`config.mk`:
```
export PLATFORM = sky130hd
export DESIGN_NAME = x2c_ctrl_pkt_sequencer
export DESIGN_NICKNAME = d
export VERILOG_FILES = /design/src/rtl/x2c_pkg.sv /design/src/rtl/x2c_skid_buf2.sv /design/src/rtl/x2c_ctrl_pkt_sequencer.sv
export SDC_FILE = /design/constraint.sdc
export NUM_CORES = 1
export LEC_CHECK = 0
export ABC_AREA = 1
export BUFFER_PORTS_ARGS = -buffer_cell sky130_fd_sc_hd__buf_4
export CORE_MARGIN = 3
export CORE_UTILIZATION = 43
export CTS_CLUSTER_DIAMETER = 60
export CTS_CLUSTER_SIZE = 24
export DETAILED_ROUTE_END_ITERATION = 12
export GPL_TIMING_DRIVEN = 1
export PLACE_DENSITY = 0.68
export SETUP_SLACK_MARGIN = 0.1
export SYNTH_ARGS = -nofsm -noshare
export SYNTH_HDL_FRONTEND = slang
export SYNTH_SLANG_ARGS = --single-unit
```
`constraint.sdc`:
```
create_clock -name clk -period 8.51 [get_ports clk]
set_clock_uncertainty 0.15 [all_clocks]
set_input_delay 0.4255 -clock clk [delete_from_list [all_inputs] [get_ports clk]]
set_output_delay 0.4255 -clock clk [all_outputs]
set_load 0.01 [all_outputs]
```
`src/rtl/x2c_pkg.sv`:
```
// x2c_pkg: shared definitions for the x2c control/data FIFO consumer.
//   - control word field positions (length, error flag)
//   - sequencer FSM state encoding
//   - be_last(): byte enables of the final beat of a packet
package x2c_pkg;

   localparam int LEN_LSB = 0;
   localparam int LEN_MSB = 15;
   localparam int ERR_BIT = 16;

   typedef enum logic [1:0] {
      IDLE  = 2'd0,
      CWAIT = 2'd1,
      DATA  = 2'd2
   } state_t;

   // A length that is a multiple of 8 fills the last beat completely.
   function automatic logic [7:0] be_last(input logic [2:0] len_lo);
      be_last = (len_lo == 3'd0) ? 8'hFF : 8'((8'd1 << len_lo) - 8'd1);
   endfunction

endpackage

```
`src/rtl/x2c_skid_buf2.sv`:
```
// x2c_skid_buf2: two-entry valid/ready buffer with registered head outputs.
// The upstream side has no ready; the producer limits itself using occ.
// Ports:
//   clk, srst            clock, synchronous active-high reset
//   in_valid, in_data    beat written this cycle (must not arrive when full)
//   out_valid, out_data  registered buffer head
//   out_ready            head consumed when out_valid & out_ready
//   occ                  entries held (0..2)
module x2c_skid_buf2 #(
   parameter int W = 75
) (
   input  logic         clk,
   input  logic         srst,
   input  logic         in_valid,
   input  logic [W-1:0] in_data,
   output logic         out_valid,
   input  logic         out_ready,
   output logic [W-1:0] out_data,
   output logic [1:0]   occ
);

   logic         tail_vld;
   logic [W-1:0] tail_data;
   logic         head_free;

   assign head_free = !out_valid || out_ready;
   assign occ       = {1'b0, out_valid} + {1'b0, tail_vld};

   always_ff @(posedge clk) begin
      if (srst) begin
         out_valid <= 1'b0;
         out_data  <= '0;
         tail_vld  <= 1'b0;
      end else if (head_free) begin
         if (tail_vld) begin
            out_valid <= 1'b1;
            out_data  <= tail_data;
            tail_vld  <= in_valid;
         end else begin
            out_valid <= in_valid;
            if (in_valid) out_data <= in_data;
         end
      end else if (in_valid) begin
         tail_vld <= 1'b1;
      end
   end

   // Tail payload needs no reset: it is only observed behind tail_vld.
   always_ff @(posedge clk) begin
      if (in_valid && (!head_free || tail_vld)) tail_data <= in_data;
   end

endmodule

```
`src/rtl/x2c_ctrl_pkt_sequencer.sv`:
```
// x2c_ctrl_pkt_sequencer: consumer of the x2c control FIFO and its data FIFO.
// Pops one control word per packet, then that packet's data words, and
// presents them as a valid/ready beat stream with sop/eop/byte enables.
// Ports:
//   clk, srst                        clock, synchronous active-high reset
//   ctrl_rdreq/ctrl_q/ctrl_empty     control FIFO (non-FWFT, q one cycle after rdreq)
//   data_rdreq/data_q/data_empty     data FIFO (non-FWFT)
//   out_valid/out_ready/out_data     beat stream toward the core
//   out_sop/out_eop/out_be/out_err   beat framing; out_err meaningful on eop only
//   busy                             FSM not idle
//   pkt_cnt/drop_cnt                 delivered / discarded packet counters
// Build option: define X2C_ERR_DROP_EN to silently discard packets whose
// control word carries the error flag (data still drained at full rate).
module x2c_ctrl_pkt_sequencer
   import x2c_pkg::*;
#(
   parameter int DW   = 64,
   parameter int CW   = 32,
   parameter int LENW = 16
) (
   input  logic            clk,
   input  logic            srst,
   output logic            ctrl_rdreq,
   input  logic [CW-1:0]   ctrl_q,
   input  logic            ctrl_empty,
   output logic            data_rdreq,
   input  logic [DW-1:0]   data_q,
   input  logic            data_empty,
   output logic            out_valid,
   input  logic            out_ready,
   output logic [DW-1:0]   out_data,
   output logic            out_sop,
   output logic            out_eop,
   output logic [DW/8-1:0] out_be,
   output logic            out_err,
   output logic            busy,
   output logic [31:0]     pkt_cnt,
   output logic [31:0]     drop_cnt
);

   localparam int BEW = DW / 8;
   localparam int PW  = DW + BEW + 3;

   state_t          state, state_nxt;
   logic [LENW-1:0] len_cw;
   logic [18:0]     beats_cw, remaining, rem_cur;
   logic [2:0]      len_lo, len_lo_cur;
   logic            err_q, err_cur, drop_cur;
   logic            sop_pend, sop_cur, eop_cur;
   logic [BEW-1:0]  be_cur;
   logic            active, len_zero, pop, credit_ok, done, pkt_end;
   logic [2:0]      outstanding;
   logic            vld_p1, drop_p1;
   logic [BEW+2:0]  meta_p1;
   logic [1:0]      occ;
   logic [PW-1:0]   buf_out;
   logic            unused_rsvd;

   assign unused_rsvd = ^ctrl_q[CW-1:ERR_BIT+1];

   // p0: pop decision. In CWAIT the control word is used straight from
   // ctrl_q so the first data pop overlaps the capture cycle.
   assign len_cw     = ctrl_q[LEN_MSB:LEN_LSB];
   assign beats_cw   = (19'(len_cw) + 19'd7) >> 3;
   assign rem_cur    = (state == CWAIT) ? beats_cw : remaining;
   assign len_lo_cur = (state == CWAIT) ? len_cw[2:0] : len_lo;
   assign err_cur    = (state == CWAIT) ? ctrl_q[ERR_BIT] : err_q;
   assign active     = (state == CWAIT) || (state == DATA);
   assign len_zero   = (state == CWAIT) && (len_cw == '0);
   assign sop_cur    = (state == CWAIT) || sop_pend;
   assign eop_cur    = (rem_cur == 19'd1);
   assign be_cur     = eop_cur ? BEW'(be_last(len_lo_cur)) : '1;
   assign pop        = out_valid && out_ready;

`ifdef X2C_ERR_DROP_EN
   assign drop_cur = err_cur;
`else
   assign drop_cur = 1'b0;
`endif

   // Buffered plus in-flight beats may not exceed two; a head leaving this
   // cycle frees its slot so the stream sustains one beat per cycle.
   assign outstanding = {1'b0, occ} + {2'b0, vld_p1};
   assign credit_ok   = drop_cur || (outstanding < (3'd2 + {2'b0, pop}));

   // One packet in flight: once nothing is left to pop or in flight, the
   // buffer holds only this packet's eop beat (or nothing when dropping).
   assign done    = (state == DATA) && (remaining == 19'd0) && !vld_p1 &&
                    ((occ == 2'd0) || ((occ == 2'd1) && pop));
   assign pkt_end = len_zero || done;
   assign busy    = (state != IDLE);

   always_comb begin
      state_nxt  = state;
      ctrl_rdreq = 1'b0;
      data_rdreq = 1'b0;
      if (!srst) begin
         ctrl_rdreq = !ctrl_empty && ((state == IDLE) || pkt_end);
         data_rdreq = active && !data_empty && (rem_cur != 19'd0) && credit_ok;
      end
      case (state)
         IDLE:    if (ctrl_rdreq) state_nxt = CWAIT;
         CWAIT:   if (len_zero) state_nxt = ctrl_rdreq ? CWAIT : IDLE;
                  else          state_nxt = DATA;
         DATA:    if (done) state_nxt = ctrl_rdreq ? CWAIT : IDLE;
         default: state_nxt = IDLE;
      endcase
   end

   always_ff @(posedge clk) begin
      if (srst) begin
         state     <= IDLE;
         remaining <= '0;
         sop_pend  <= 1'b0;
         vld_p1    <= 1'b0;
         pkt_cnt   <= '0;
         drop_cnt  <= '0;
      end else begin
         state  <= state_nxt;
         vld_p1 <= data_rdreq;
         if ((state == CWAIT) || data_rdreq)
            remaining <= rem_cur - 19'(data_rdreq);
         if (data_rdreq)          sop_pend <= 1'b0;
         else if (state == CWAIT) sop_pend <= 1'b1;
         if (pop && out_eop) pkt_cnt <= pkt_cnt + 32'd1;
         if (len_zero || (data_rdreq && drop_cur && eop_cur))
            drop_cnt <= drop_cnt + 32'd1;
      end
   end

   // p1: data_q returns; framing computed at pop time travels with it.
   always_ff @(posedge clk) begin
      if (state == CWAIT) begin
         len_lo <= len_cw[2:0];
         err_q  <= ctrl_q[ERR_BIT];
      end
      if (data_rdreq) begin
         meta_p1 <= {err_cur && eop_cur, eop_cur, sop_cur, be_cur};
         drop_p1 <= drop_cur;
      end
   end

   // p2: buffer head drives out_*.
   x2c_skid_buf2 #(.W(PW)) u_buf (
      .clk       (clk),
      .srst      (srst),
      .in_valid  (vld_p1 && !drop_p1),
      .in_data   ({meta_p1, data_q}),
      .out_valid (out_valid),
      .out_ready (out_ready),
      .out_data  (buf_out),
      .occ       (occ)
   );

   assign {out_err, out_eop, out_sop, out_be, out_data} = buf_out;

endmodule

```
### Word level (Yosys, flattened, before mapping)

Cells that the tools add are included.

| cells by class | value |
|---|---|
| add/sub/neg operators | 8 |
| bitwise logic cells | 1 |
| shifts and indexed selects | 1 |
| reduce and logical (&&, ||, !) cells | 39 |
| equal/unequal tests | 6 |
| $lt $le $gt $ge | 1 |
| muxes and demuxes | 16 |

Operators by type and width:

| operator | count |
|---|---|
| 2-to-1 mux 75 bit | 2 |
| adder 32 x 1 -> 32 bit, second input constant | 2 |
| == test 19 x 1 -> 1 bit, second input constant | 1 |
| logical NOT 19 bit | 1 |
| 2-to-1 mux 19 bit | 1 |
| nonzero test 19 bit | 1 |
| subtractor 19 x 1 -> 19 bit | 1 |
| adder 16 x 3 -> 17 bit, second input constant | 1 |
| logical NOT 16 bit | 1 |
| logical AND 1 bit | 13 |
| logical OR 1 bit | 8 |
| 2-to-1 mux 1 bit | 8 |
| left shift 1 x 3 -> 8 bit, first input constant | 1 |
| subtractor 8 x 1 -> 8 bit, second input constant | 1 |
| 2-to-1 mux 2 bit | 3 |
| one-hot mux 2 bit (3 select lines) | 1 |
| nonzero test 2 bit | 3 |
| logical NOT 1 bit | 5 |
| == test 2 x 1 -> 1 bit, second input constant | 2 |
| logical NOT 2 bit | 2 |
| != test 2 bit, second input constant | 2 |
| AND reduction 2 bit | 2 |
| OR reduction 2 bit | 2 |
| adder 2 x 1 -> 3 bit | 1 |
| other kinds (7) | 7 |

| word-level totals | value |
|---|---|
| output and inout bits | 143 |
| input bits | 101 |
| logic and storage cells | 86 |
| flip-flop bits (word level) | 254 |

### Depth between registers and ports, before layout

Gate-level depths: netlist of run 1.

| logic depth | value |
|---|---|
| word-level depth | 12 |
| mapped depth | 26 |
| depth with buffers taken out | 26 |

### Hierarchy

Synthesis of run 1 repeated with hierarchy kept, for this count alone.

| unflattened totals | value |
|---|---|
| cell total of the unflattened synthesis | 1765 |
| area, all modules | 12599.6 µm² |

Modules (own cells, without submodules):

| module | cells an instance | area an instance (µm²) | seq. area each (µm²) | times used |
|---|---|---|---|---|
| x2c_skid_buf2 | 807 | 6354.8 | 3793.6 | 1 |
| x2c_ctrl_pkt_sequencer | 958 | 6244.7 | 2152.1 | 1 |

### Worst setup path after synthesis of run 1

OpenSTA, ideal clock, no wires.

| timing path | value |
|---|---|
| path type | reg2reg |
| from | reg u_buf.tail_vld |
| to | reg u_buf.tail_data[0], enable pin |
| arrival time | 4.625 ns |
| buffers on the path | 2 |
| library setup time | 0.535 ns |
| slack | 3.200 ns |
| period minus slack after synthesis | 5.310 ns |
| stages on the path, launching flop included | 5 |
| data required time | 7.825 ns |
| cell sequence | dfxtp_1 clkbuf_1 clkinv_1 clkbuf_1 a21oi_1 |

| between the ends | value |
|---|---|
| word-level cells in the longest chain between the ends | 2 |

RTL lines:

| element | line | RTL |
|---|---|---|
| start, declared | x2c_skid_buf2.sv:22 | `logic tail_vld;` |
| start signal, assigned | x2c_skid_buf2.sv:38 | `tail_vld <= in_valid;` |
| logical OR 1 bit | x2c_skid_buf2.sv:50 | `if (in_valid && (!head_free \|\| tail_vld)) tail_data <= in_data;` |
| logical AND 1 bit | x2c_skid_buf2.sv:50 |  |
| end signal, assigned | x2c_skid_buf2.sv:50 |  |
| end, declared | x2c_skid_buf2.sv:23 | `logic [W-1:0] tail_data;` |

No other way between the ends.
A chain may end at the register's enable or synchronous reset.

### Worst setup path after layout of run 1

| timing path | value |
|---|---|
| from | reg state[1] |
| to | reg remaining[10] |

| between the ends | value |
|---|---|
| word-level cells in the longest chain between the ends | 7 |
| elaborated cells between the ends (all ways) | 11 |
| those cells by class | add/sub: 1; eq/ne: 2; mux: 2; reduce/logical: 6 |

RTL lines:

| element | line | RTL |
|---|---|---|
| start, declared | x2c_ctrl_pkt_sequencer.sv:44 | `state_t state, state_nxt;` |
| start signal, assigned | x2c_ctrl_pkt_sequencer.sv:119 | `state <= state_nxt;` |
| == test 2 x 1 -> 1 bit / == test 2 bit (equally long branches) | x2c_ctrl_pkt_sequencer.sv:65, x2c_ctrl_pkt_sequencer.sv:68, x2c_ctrl_pkt_sequencer.sv:121 |  |
| 2-to-1 mux 19 bit / logical OR 1 bit (equally long branches) | x2c_ctrl_pkt_sequencer.sv:65, x2c_ctrl_pkt_sequencer.sv:68 |  |
| nonzero test 19 bit / logical AND 1 bit (equally long branches) | x2c_ctrl_pkt_sequencer.sv:99 | `data_rdreq = active && !data_empty && (rem_cur != 19'd0) && credit_ok;` |
| logical AND 1 bit (2 in series) | x2c_ctrl_pkt_sequencer.sv:99 |  |
| 2-to-1 mux 1 bit | x2c_ctrl_pkt_sequencer.sv:97 | `if (!srst) begin` |
| subtractor 19 x 1 -> 19 bit / logical OR 1 bit (equally long branches) | x2c_ctrl_pkt_sequencer.sv:122, x2c_ctrl_pkt_sequencer.sv:121 |  |
| end signal, assigned | x2c_ctrl_pkt_sequencer.sv:122 | `remaining <= rem_cur - 19'(data_rdreq);` |
| end, declared | x2c_ctrl_pkt_sequencer.sv:46 | `logic [18:0] beats_cw, remaining, rem_cur;` |

Parallel ways exist; a longest one is shown, timed or not.

==> results of run 1 <==
==> report_power, final <==
part	internal [W]	switching (W)
clock	0.000711	0.000532
combinational	0.000402	0.000670
sequential	0.00138	0.0000636
==> cells in the final DEF, fill, tap and decap left out, drive strengths merged, types with 2 or more instances in the layout <==
cell,n
clkbuf,31
a21oi,57
nor2,136
inv,159
clkinvlp,4
nand2,382
a221oi,2
ha,13
nor3b,10
xnor2,4
o21ai,125
nand4,23
dfxtp,168
nor3,41
xor2,19
bufinv,2
dlygate4sd3,64
diode,2
nor4,7
o21a,5
a211oi,4
nand3b,3
a31oi,76
edfxtp,86
nand3,70
buf,237
clkinv,12
==> through the flow <==
stage                     instance area (um2)  setup slack, ns  utilization  total power [W]  hold slack, ns
after floorplan                         11700             3.20            -          0.00218           0.277
after CTS                               15300             3.56        0.579          0.00379          0.0652
after global placement                  13700             3.67        0.518          0.00249           0.282
final                                   15300             3.54        0.580          0.00376          0.0854
after detailed placement                13700             3.58        0.518          0.00250           0.285
after global routing                    15300             3.02        0.579          0.00399           0.140
==> worst max-delay path: stages, from the launching register on <==
cell and delay, ns:
dfxtp_1 0.38, inv_1 0.08, ha_1 0.17, buf_4 0.26
inv_1 0.44, buf_4 0.33, nand2_1 0.09, inv_1 0.08
nor2_1 0.06, nand2_1 0.10, nor2_1 0.05, nand3_1 0.11
nor2_2 0.06, nand2_4 0.07, nand3_4 0.17, inv_1 0.64
ha_1 0.39, ha_1 0.28, nand2_1 0.15, nor2_1 0.34
nand2_1 0.10, nand2_1 0.07, nand2_1 0.04, inv_1 0.05
nand2_1 0.05, o21ai_1 0.08, inv_1 0.05
==> registers in the layout, summed over array words and instances, names as in the netlist <==
signal and count:
state 2, u_buf.out_valid 1, drop_cnt 32, sop_pend 1, pkt_cnt 32, u_buf.tail_data 75, err_q 1, u_buf.tail_vld 1
u_buf.out_data 75, vld_p1 1, len_lo 3, meta_p1 11, remaining 19
==> cell type report <==
type                    count  area [um2]  area share
inverters                 156         586      0.0382
diodes                      2        5.00    0.000327
repair buffers            301        2420       0.158
clock inverters            21         230      0.0150
well taps                 335         419      0.0274
multi-input cells         985        4970       0.324
clock buffers              31         743      0.0485
flip-flops and latches    254        5950       0.388
==> kinds of logic after synthesis <==
logic type | count (synthesis)
other | 1
and+or+nand+nor | 675
AOI/OAI and AO/OA | 272
adders and majority gates | 14
DFF | 254
buffers and inverters | 217
xor gates and xnor gates | 23
==> worst paths after layout <==
| kind | start | to | slack [ns] | depth (start not counted) |
|---|---|---|---|---|
| setup reg to reg | state[1] | remaining[10] | 3.54 | 26 |
| setup / recovery | state[1] | remaining[10] | 3.54 | 26 |
| hold reg to reg | meta_p1[6] | u_buf.tail_data[70] | 0.30 | 0 |
| hold / removal | ctrl_q[16] | err_q | 0.09 | 4 |
==> layer usage <==
layer  global-route usage  share of wire
met1                0.263           0.44
met3               0.0386          0.065
met2                0.369           0.47
met5                    0              0
met4               0.0598          0.023
==> summary.md, run 1 <==
| Metric | Value |
|---|---|
| Status | finished, final reports clean |
| Leading area contributor after synthesis | dfxtp_1 |
| Initial core utilization | 0.444 |
| Unrepaired setup endpoints after global routing | false |
| Die Y | 171 um |
| Ranking of synthesized cells by area | dfxtp_1, edfxtp_1, nand2_1 |
| Vias in the first global route | 10.3k |
| Max Slew Vio Count | 0 |
| Worst-path clk slew | 0.06 ns |
| PortBufs | 228 |
| Startpoint types | flop |
| Final Cycle Share | 0.584 |
| WL/cell | approximately 15 um |
| Slew at the pin closest to its max-slew limit | 0.996 ns |
| Largest family of logic cells by synthesized area | simple AND/OR/NAND/NOR gates |
| TritonCTS Sinks | 254 |
| Area Overhead vs Synth | 30.6% |
| Min cycle time layout | 4.97 ns |
| Synth top cells by count | nand2_1, dfxtp_1, inv_1 |
| CP endpoint kind | flop |
| Max IR drop VDD | 0.160 mV |
| Root buf cell | clkbuf_16 |
| Max cap viols | 0 |
| CTS Hold Buffers Added | 64 |
| Initial antenna violation count | 1 |
| Xor/xnor share of the synthesized area | 0.0172 |
| Share of flip-flops with an asynchronous set or reset | 0 |
| Vias | approximately 11k |
| Fmax | 201 MHz |
| Global Route Usage Sum | 0.209 |
| Simple-gate area share of the yosys netlist | 0.260 |
| Final hold vios | 0 |
| Vias/cell | 5.13 |
| Critical path required time | 8.78 ns |
| DRT iter0 DRCs | 699 |
| Post-DP HPWL | 21300 um |
| Post-synthesis area per instance | 8.06 um2 |
| DRC errors left | 0 |
| Final setup violating endpoints | 0 |
| Post-route ant nets | 0 |
| First-pass GRT wire length | 51000 um |
| Share of layout cells above drive strength 1 | 0.200 |
| DR pass1 iterations | 7 |
| Compound-Gate Fraction of Synth Area | 0.128 |
| Relative slew margins | 0.335 |
| Synth Area in Adders | 0.0156 |
| Cts bufs inserted | 28 |
| Post-synthesis sequential area ratio | 0.507 |
| Die area | 0.0293 mm2 |
| Final nets | 1841 |
| Mapped Cells | 1456 |
| Yosys warns | 0 |
| Synth Flop Type | dfxtp_1 |
| CTS H-tree depth | 1 |
| Gpl congestion | ~0.9 |
| P per Cell Area | 245 mW/mm2 |
| GRT Residual Overflow | 0 |
| Mux cell area share after synthesis | 0 |
| Post-synth cell types | 45 |
| Top cell type's share of synthesized area | 0.287 |
| Total placed cells including tap cells | 1967 |
| TritonCTS clock tree | done |
| Filler Cell Count | 2411 |
| Setup TNS | 0 ns |
| Post-Layout Cell Count | about 2.1k |
| Worst path arrival time | roughly 5.2 ns |
| Die width | 171 um |
| Core outline area | 0.0264 mm2 |
| Leakage | 6.33 nW |
| Post-synth EDFFs | 86 |
| Cell with the most instances after synthesis | nand2_1 |
| Yosys reg bits | 254 |
| Post_cts resized | 0 |
| Clock Path Buffers | 3 |
| Post-CTS Setup Repair Bufs | 0 |
| Rows | a little under 60 |
| Worst hold path type | input port to flop |
| Synth Cell Area | ~0.012 mm2 |
| Synth Net Count | 1571 |
| Largest net degree at the start of global routing | 91 |
| CP Max Fanout | 37 |
| Routed WL | about 32000 um |
| Kind of critical path | flop to flop |
| Skew-Pair Late Insertion Delay | 0.53 ns |
| # IOs | 244 |
(Power assumes the default switching activity.)
==> inputs of run 2 (changes only) <==
--- a/config.mk
+++ b/config.mk
@@ -13,7 +13,7 @@
 export CTS_CLUSTER_SIZE = 24
 export DETAILED_ROUTE_END_ITERATION = 12
 export GPL_TIMING_DRIVEN = 1
-export PLACE_DENSITY = 0.68
+export PLACE_DENSITY = 0.71
 export SETUP_SLACK_MARGIN = 0.1
 export SYNTH_ARGS = -nofsm -noshare
 export SYNTH_HDL_FRONTEND = slang
==> constraint.sdc (replaced) <==
create_clock -name clk -period 4.15 [get_ports clk]
set_clock_uncertainty 0.15 [all_clocks]
set_input_delay 0.2075 -clock clk [delete_from_list [all_inputs] [get_ports clk]]
set_output_delay 0.2075 -clock clk [all_outputs]
set_load 0.01 [all_outputs]
==> summary.md, run 2 (same netlist as run 1, synthesis figures left out) <==
| Metric | Value |
|---|---|
| Post-DP HPWL | 21100 um |
| Vias | 10.8k |
| Status | finished, final reports clean |
| Regs by FF count | u_buf.out_data: 75 flops, u_buf.tail_data: 75 flops |
| PortBufs | 228 |
| Worst Path Buf+Inv | 7 |
| Global Route Usage Sum | 0.209 |
| Commonest non-fill, non-tap cell in the layout | nand2_1 |
| Int Pwr | 0.00485 W |
| Stages on the worst setup path | 23 |
| Die width | 171 um |
| Startpoint types | flop |
| R2R Setup Slk | 0.56 ns |
| Sw Share | 0.349 |
| Switching power | 0.00260 W |
| Rows | 59 |
| Min cycle time layout | 3.59 ns |
| Vias/cell | 5.18 |
| Worst hold path type | input port to flop |
| Final setup violating endpoints | 0 |
| Initial antenna violation count | 0 |
| Die area | approximately 0.029 mm2 |
| DRC errors left | 0 |
| Reg2Reg Depth | 23 |
| Final hold vios | 0 |
| Setup TNS | 0 ns |
| Worst path arrival time | 3.87 ns |
| Skew-Pair Late Insertion Delay | ~0.54 ns |
| Kind of critical path | flop to flop |
| Most used cell, CP | nand2_1 |
| TritonCTS clock tree | done |
| Clock Path Buffers | 3 |
| WHS Path Cells | 5 |
| First-pass GRT wire length | ~50000 um |
| DRT iter0 DRCs | around 770 |
| Cts bufs inserted | 23 |
| Most frequent cells in the layout | nand2_1, buf_4, dfxtp_1, inv_1, o21ai_0 |
| Max Slew Vio Count | 0 |
| Largest net degree at the start of global routing | 151 |
| Routed WL | 31900 um |
| Post-route ant nets | 0 |
| TritonCTS Sinks | 254 |
| Combinational share of power | 0.297 |
| Critical path required time | 4.43 ns |
| CP top delay family | simple AND/OR/NAND/NOR gates |
| Max cap viols | 0 |
| Unrepaired setup endpoints after global routing | false |
| Gpl congestion | 0.907 |
| Clock share of power | 0.306 |
| Vias in the first global route | 10.3k |
| Final Cycle Share | 0.866 |
| CP peak stage delay | ~0.38 ns |
| Fmax | roughly 280 MHz |
| Die Y | 171 um |
| # IOs | 244 |
| Core outline area | 0.0264 mm2 |
| CP Max Fanout | 17 |
| GRT Residual Overflow | 0 |
| Slew at the pin closest to its max-slew limit | roughly 0.91 ns |
| Final nets | between 1.5k and 2k |
| CP endpoint kind | flop |
| Share of layout cells above drive strength 1 | 0.197 |
| CTS H-tree depth | 1 |
| Area Overhead vs Synth | 30.1% |
| Leakage | around 6.3 nW |
| Crit path cell chain | inv_1 > ha_1 > inv_1 > buf_4 > nand2_1 > nand2_1 > inv_1 > nand3_2 > nor2_8 > nand2_4 > nand3_4 > inv_1 > ha_1 > ha_1 > nand2_1 > nor2_1 > nand2_1 > nand2_1 > nand2_1 > inv_1 > nand2_1 > o21ai_1 > inv_1 |
| Sequential cell fraction of total power | 0.397 |
| WL/cell | 15.3 um |
| Total design power | between 0.007 and 0.008 W |
| Initial core utilization | 0.444 |
| Root buf cell | clkbuf_16 |
| Max IR drop VDD | roughly 0.34 mV |
| DR pass1 iterations | 5 |
| Worst-path clk slew | 0.07 ns |
| P per Cell Area | 488 mW/mm2 |
| Relative slew margins | 0.394 |
| CP max-delay cell | dfxtp_1 |
[run 2: changes by cell type in the layout (fill, tap and decap cells not counted), sizes merged]
cell | before | now
clkinv | 12 | 8
clkbuf | 31 | 24
dlygate4sd3 | 64 | 69
diode | 2 | 1
clkinvlp | 4 | 1
buf | 237 | 240
inv | 159 | 164
bufinv | 2 | 1
[run 2: repair_timing]
action                    CTS  global route
hold buffers               69             0
hold endpoints to repair  137             0
gates resized for setup     0             0
setup buffers               0             0
[run 2: metrics by stage]
step	utilization	setup WS [ns]	hold WS [ns]	std cells	instance area, um2
after floorplan	-	0.304	0.156	1456	11700
after global placement	0.520	0.642	0.246	1970	13700
after detailed placement	0.520	0.626	0.247	1970	13700
after CTS	0.577	0.581	0.0137	2081	15300
after global routing	0.577	0.210	0.0837	2081	15300
final	0.577	0.557	0.0386	2082	15300
[run 2: path summary, 6_finish.rpt]
check | startpoint | end
setup / recovery | state[1] | remaining[10]
hold / removal | ctrl_q[0] | len_lo[0]
setup reg to reg | state[1] | remaining[10]
hold reg to reg | meta_p1[6] | u_buf.tail_data[70]
[run 2: area by class of cell]
class / instances / area (um2)
diodes: 1 / 2.50
fillers: 2317 / 11200
multi-input cells: 985 / 4970
well taps: 335 / 419
clock buffers: 24 / 579
inverters: 156 / 586
clock inverters: 18 / 244
repair buffers: 309 / 2520
flip-flops and latches: 254 / 5950
[run 2: power groups by stage]
| stage | registers, W | logic, W | clock network, W |
|---|---|---|---|
| after CTS | 0.00295 | 0.00221 | 0.00233 |
| after detailed placement | 0.00301 | 0.00214 | 0 |
| after global routing | 0.00298 | 0.00249 | 0.00244 |
| after global placement | 0.00300 | 0.00212 | 0 |
| final | 0.00296 | 0.00221 | 0.00228 |
| after floorplan | 0.00304 | 0.00142 | 0 |
[run 2: per-layer routing]
| metal | wire length, um | part of all wire | vias to the layer above | track usage |
|---|---|---|---|---|
| met5 | 0 | 0 | - | 0 |
| met4 | 785 | 0.025 | 0 | 0.0574 |
| met3 | 2250 | 0.071 | 49 | 0.0423 |
| met2 | 15100 | 0.47 | 310 | 0.366 |
| met1 | 13800 | 0.43 | 5019 | 0.263 |
| li1 | - | - | 5397 | - |
[run 2: worst min-delay path: cells and delay by family]
kind	cells	cell delay, ns
buffers and inverters	3	0.30
AO/OA/AOI/OAI	1	0.10
AND/OR/NAND/NOR	1	0.07
==> inputs of run 3 (changes only) <==
--- a/config.mk
+++ b/config.mk
@@ -7,7 +7,7 @@
 export LEC_CHECK = 0
 export ABC_AREA = 1
 export BUFFER_PORTS_ARGS = -buffer_cell sky130_fd_sc_hd__buf_4
-export CORE_MARGIN = 3
+export CORE_MARGIN = 5
 export CORE_UTILIZATION = 43
 export CTS_CLUSTER_DIAMETER = 60
 export CTS_CLUSTER_SIZE = 24
==> summary.md, run 3 (same netlist as run 1, synthesis figures left out) <==
| Metric | Value |
|---|---|
| Routed WL | 31700 um |
| Max IR drop VDD | 0.253 mV |
| Max cap viols | 0 |
| Gpl congestion | 0.894 |
| Met3 WL | between 2000 and 2500 um |
| GRT Residual Overflow | 0 |
| Sw Share | 0.341 |
| P per Cell Area | about 480 mW/mm2 |
| Die area | 0.0307 mm2 |
| Commonest non-fill, non-tap cell in the layout | nand2_1 |
| Most used cell, CP | nor2_1 |
| TritonCTS clock tree | done |
| Largest net degree at the start of global routing | 113 |
| Worst Path Buf+Inv | 6 |
| Vias | 10.7k |
| Diode count | 0 |
| Total design power | 0.00735 W |
| Cts bufs inserted | 23 |
| Met2 WL post-DR | 15100 um |
| Share of layout cells above drive strength 1 | 0.198 |
| Final setup violating endpoints | 0 |
| DRT met1 WL | 13900 um |
| Fmax | between 200 and 300 MHz |
| Core outline area | 0.0269 mm2 |
| Final Cycle Share | 0.878 |
| Final nets | 1843 |
| PortBufs | 228 |
| Sequential cell fraction of total power | 0.402 |
| Slew at the pin closest to its max-slew limit | 1.21 ns |
| Critical path required time | 4.39 ns |
| Area Overhead vs Synth | 29.7% |
| Max Slew Vio Count | 0 |
| CTS H-tree depth | 1 |
| Total placed cells including tap cells | 1977 |
| DRT iter0 DRCs | ~700 |
| Int Pwr | 0.00484 W |
| Root buf cell | clkbuf_16 |
| First-pass GRT wire length | a little over 50000 um |
| Post-DP HPWL | around 22000 um |
| Vias in the first global route | 10.3k |
| Initial antenna violation count | 0 |
| Min cycle time layout | 3.64 ns |
| # IOs | 244 |
| Worst hold path type | input port to flop |
| CP Max Fanout | 16 |
| Worst hold slack | 0.0101 ns |
| Clock share of power | 0.295 |
| Fin util | 0.566 |
| Startpoint types | flop |
| Rows | 60 |
| Skew-Pair Late Insertion Delay | roughly 0.50 ns |
| Vias/cell | 5.12 |
| Most frequent cells in the layout | nand2_1, buf_4, dfxtp_1, inv_1, o21ai_0 |
| Leakage | 6.26 nW |
| Post-Layout Cell Count | around 2.1k |
| Worst path arrival time | 3.89 ns |
| TritonCTS Sinks | 254 |
| Kind of critical path | flop to flop |
| Clock Path Buffers | 3 |
| Die width | 175 um |
| DR top layer | met4 |
| CP endpoint kind | flop |
| DR pass1 iterations | 5 |
| Switching power | roughly 0.0025 W |
| CP max-delay cell | dfxtp_1 |
| Crit path cell chain | inv_1 > ha_1 > buf_4 > inv_1 > buf_4 > nand2_1 > inv_1 > nor2_1 > nand2_1 > nor2_1 > nand3_1 > nor2_2 > nand2_4 > nand3_4 > inv_1 > ha_2 > o211ai_1 > nor2_1 > nand3_2 > nor2_4 > nand2_1 > xor2_1 > nor2_1 > nor2_1 |
| Setup TNS | 0 ns |
| Die Y | 175 um |
| Initial core utilization | 0.436 |
| WL/cell | 15.2 um |
| DRC errors left | 0 |
| Regs by FF count | u_buf.out_data: 75 flops, u_buf.tail_data: 75 flops |
| CP top delay family | simple AND/OR/NAND/NOR gates |
| Status | finished, final reports clean |
| Worst-path clk slew | about 0.08 ns |
| Combinational share of power | 0.304 |
| Relative slew margins | 0.194 |
| Final hold vios | 0 |
| Post-route ant nets | 0 |
| CP peak stage delay | between 0.3 and 0.4 ns |
| Unrepaired setup endpoints after global routing | false |
| Global Route Usage Sum | 0.199 |
## run 3: cell count changes in the layout (fill, tap and decap cells not counted), sizes merged
cell / delta
bufinv: +1
dlygate4sd3: -2
diode: -1
inv: -6
buf: +1
clkinv: +3
clkinvlp: +1
## run 3: final cells by class
type | count | area [um2]
multi-input combinational | 985 | 4990
fill | 2407 | 11700
clock buffer | 24 | 579
timing repair buffer | 308 | 2490
tap | 341 | 427
inverter | 156 | 586
sequential | 254 | 5950
clock inverter | 17 | 189
## run 3: tightest hold or removal path: cells and delay by family
| kind | cells | cell delay [ns] |
|---|---|---|
| buffers and inverters | 3 | 0.27 |
| AO/OA/AOI/OAI | 1 | 0.10 |
| AND/OR/NAND/NOR | 1 | 0.05 |
## run 3: power by group through the flow
stage	combinational [W]	sequential, W	clock (W)
6_report	0.00223	0.00295	0.00217
4_1_cts	0.00221	0.00295	0.00223
2_1_floorplan	0.00142	0.00304	0
5_1_grt	0.00251	0.00298	0.00233
3_5_place_dp	0.00214	0.00300	0
3_3_place_gp	0.00210	0.00300	0
## run 3: worst paths after layout
| path | cells after the start | end | slack, ns | start |
|---|---|---|---|---|
| max | 24 | remaining[11] | 0.51 | state[1] |
| min | 5 | len_lo[1] | 0.01 | ctrl_q[1] |
| max reg2reg | 24 | remaining[11] | 0.51 | state[1] |
| min reg2reg | 0 | u_buf.tail_data[66] | 0.30 | meta_p1[2] |
## run 3: stage by stage
stage	area [um2]	setup WS, ns
after floorplan	11700	0.304
after global placement	13700	0.494
after detailed placement	13700	0.371
after CTS	15200	0.331
after global routing	15200	0.122
final	15200	0.506
## run 3: layer usage
metal,up-vias,track usage
li1,5403,-
met1,4932,0.258
met2,298,0.349
met3,45,0.0320
met4,0,0.0452
met5,-,0
## run 3: repair_timing
action	4_1_cts	5_1_grt
buffers inserted	0	0
resized for setup	0	7
hold buffers	67	0
endpoints found under the hold margin	135	0
setup endpoints to repair	0	6
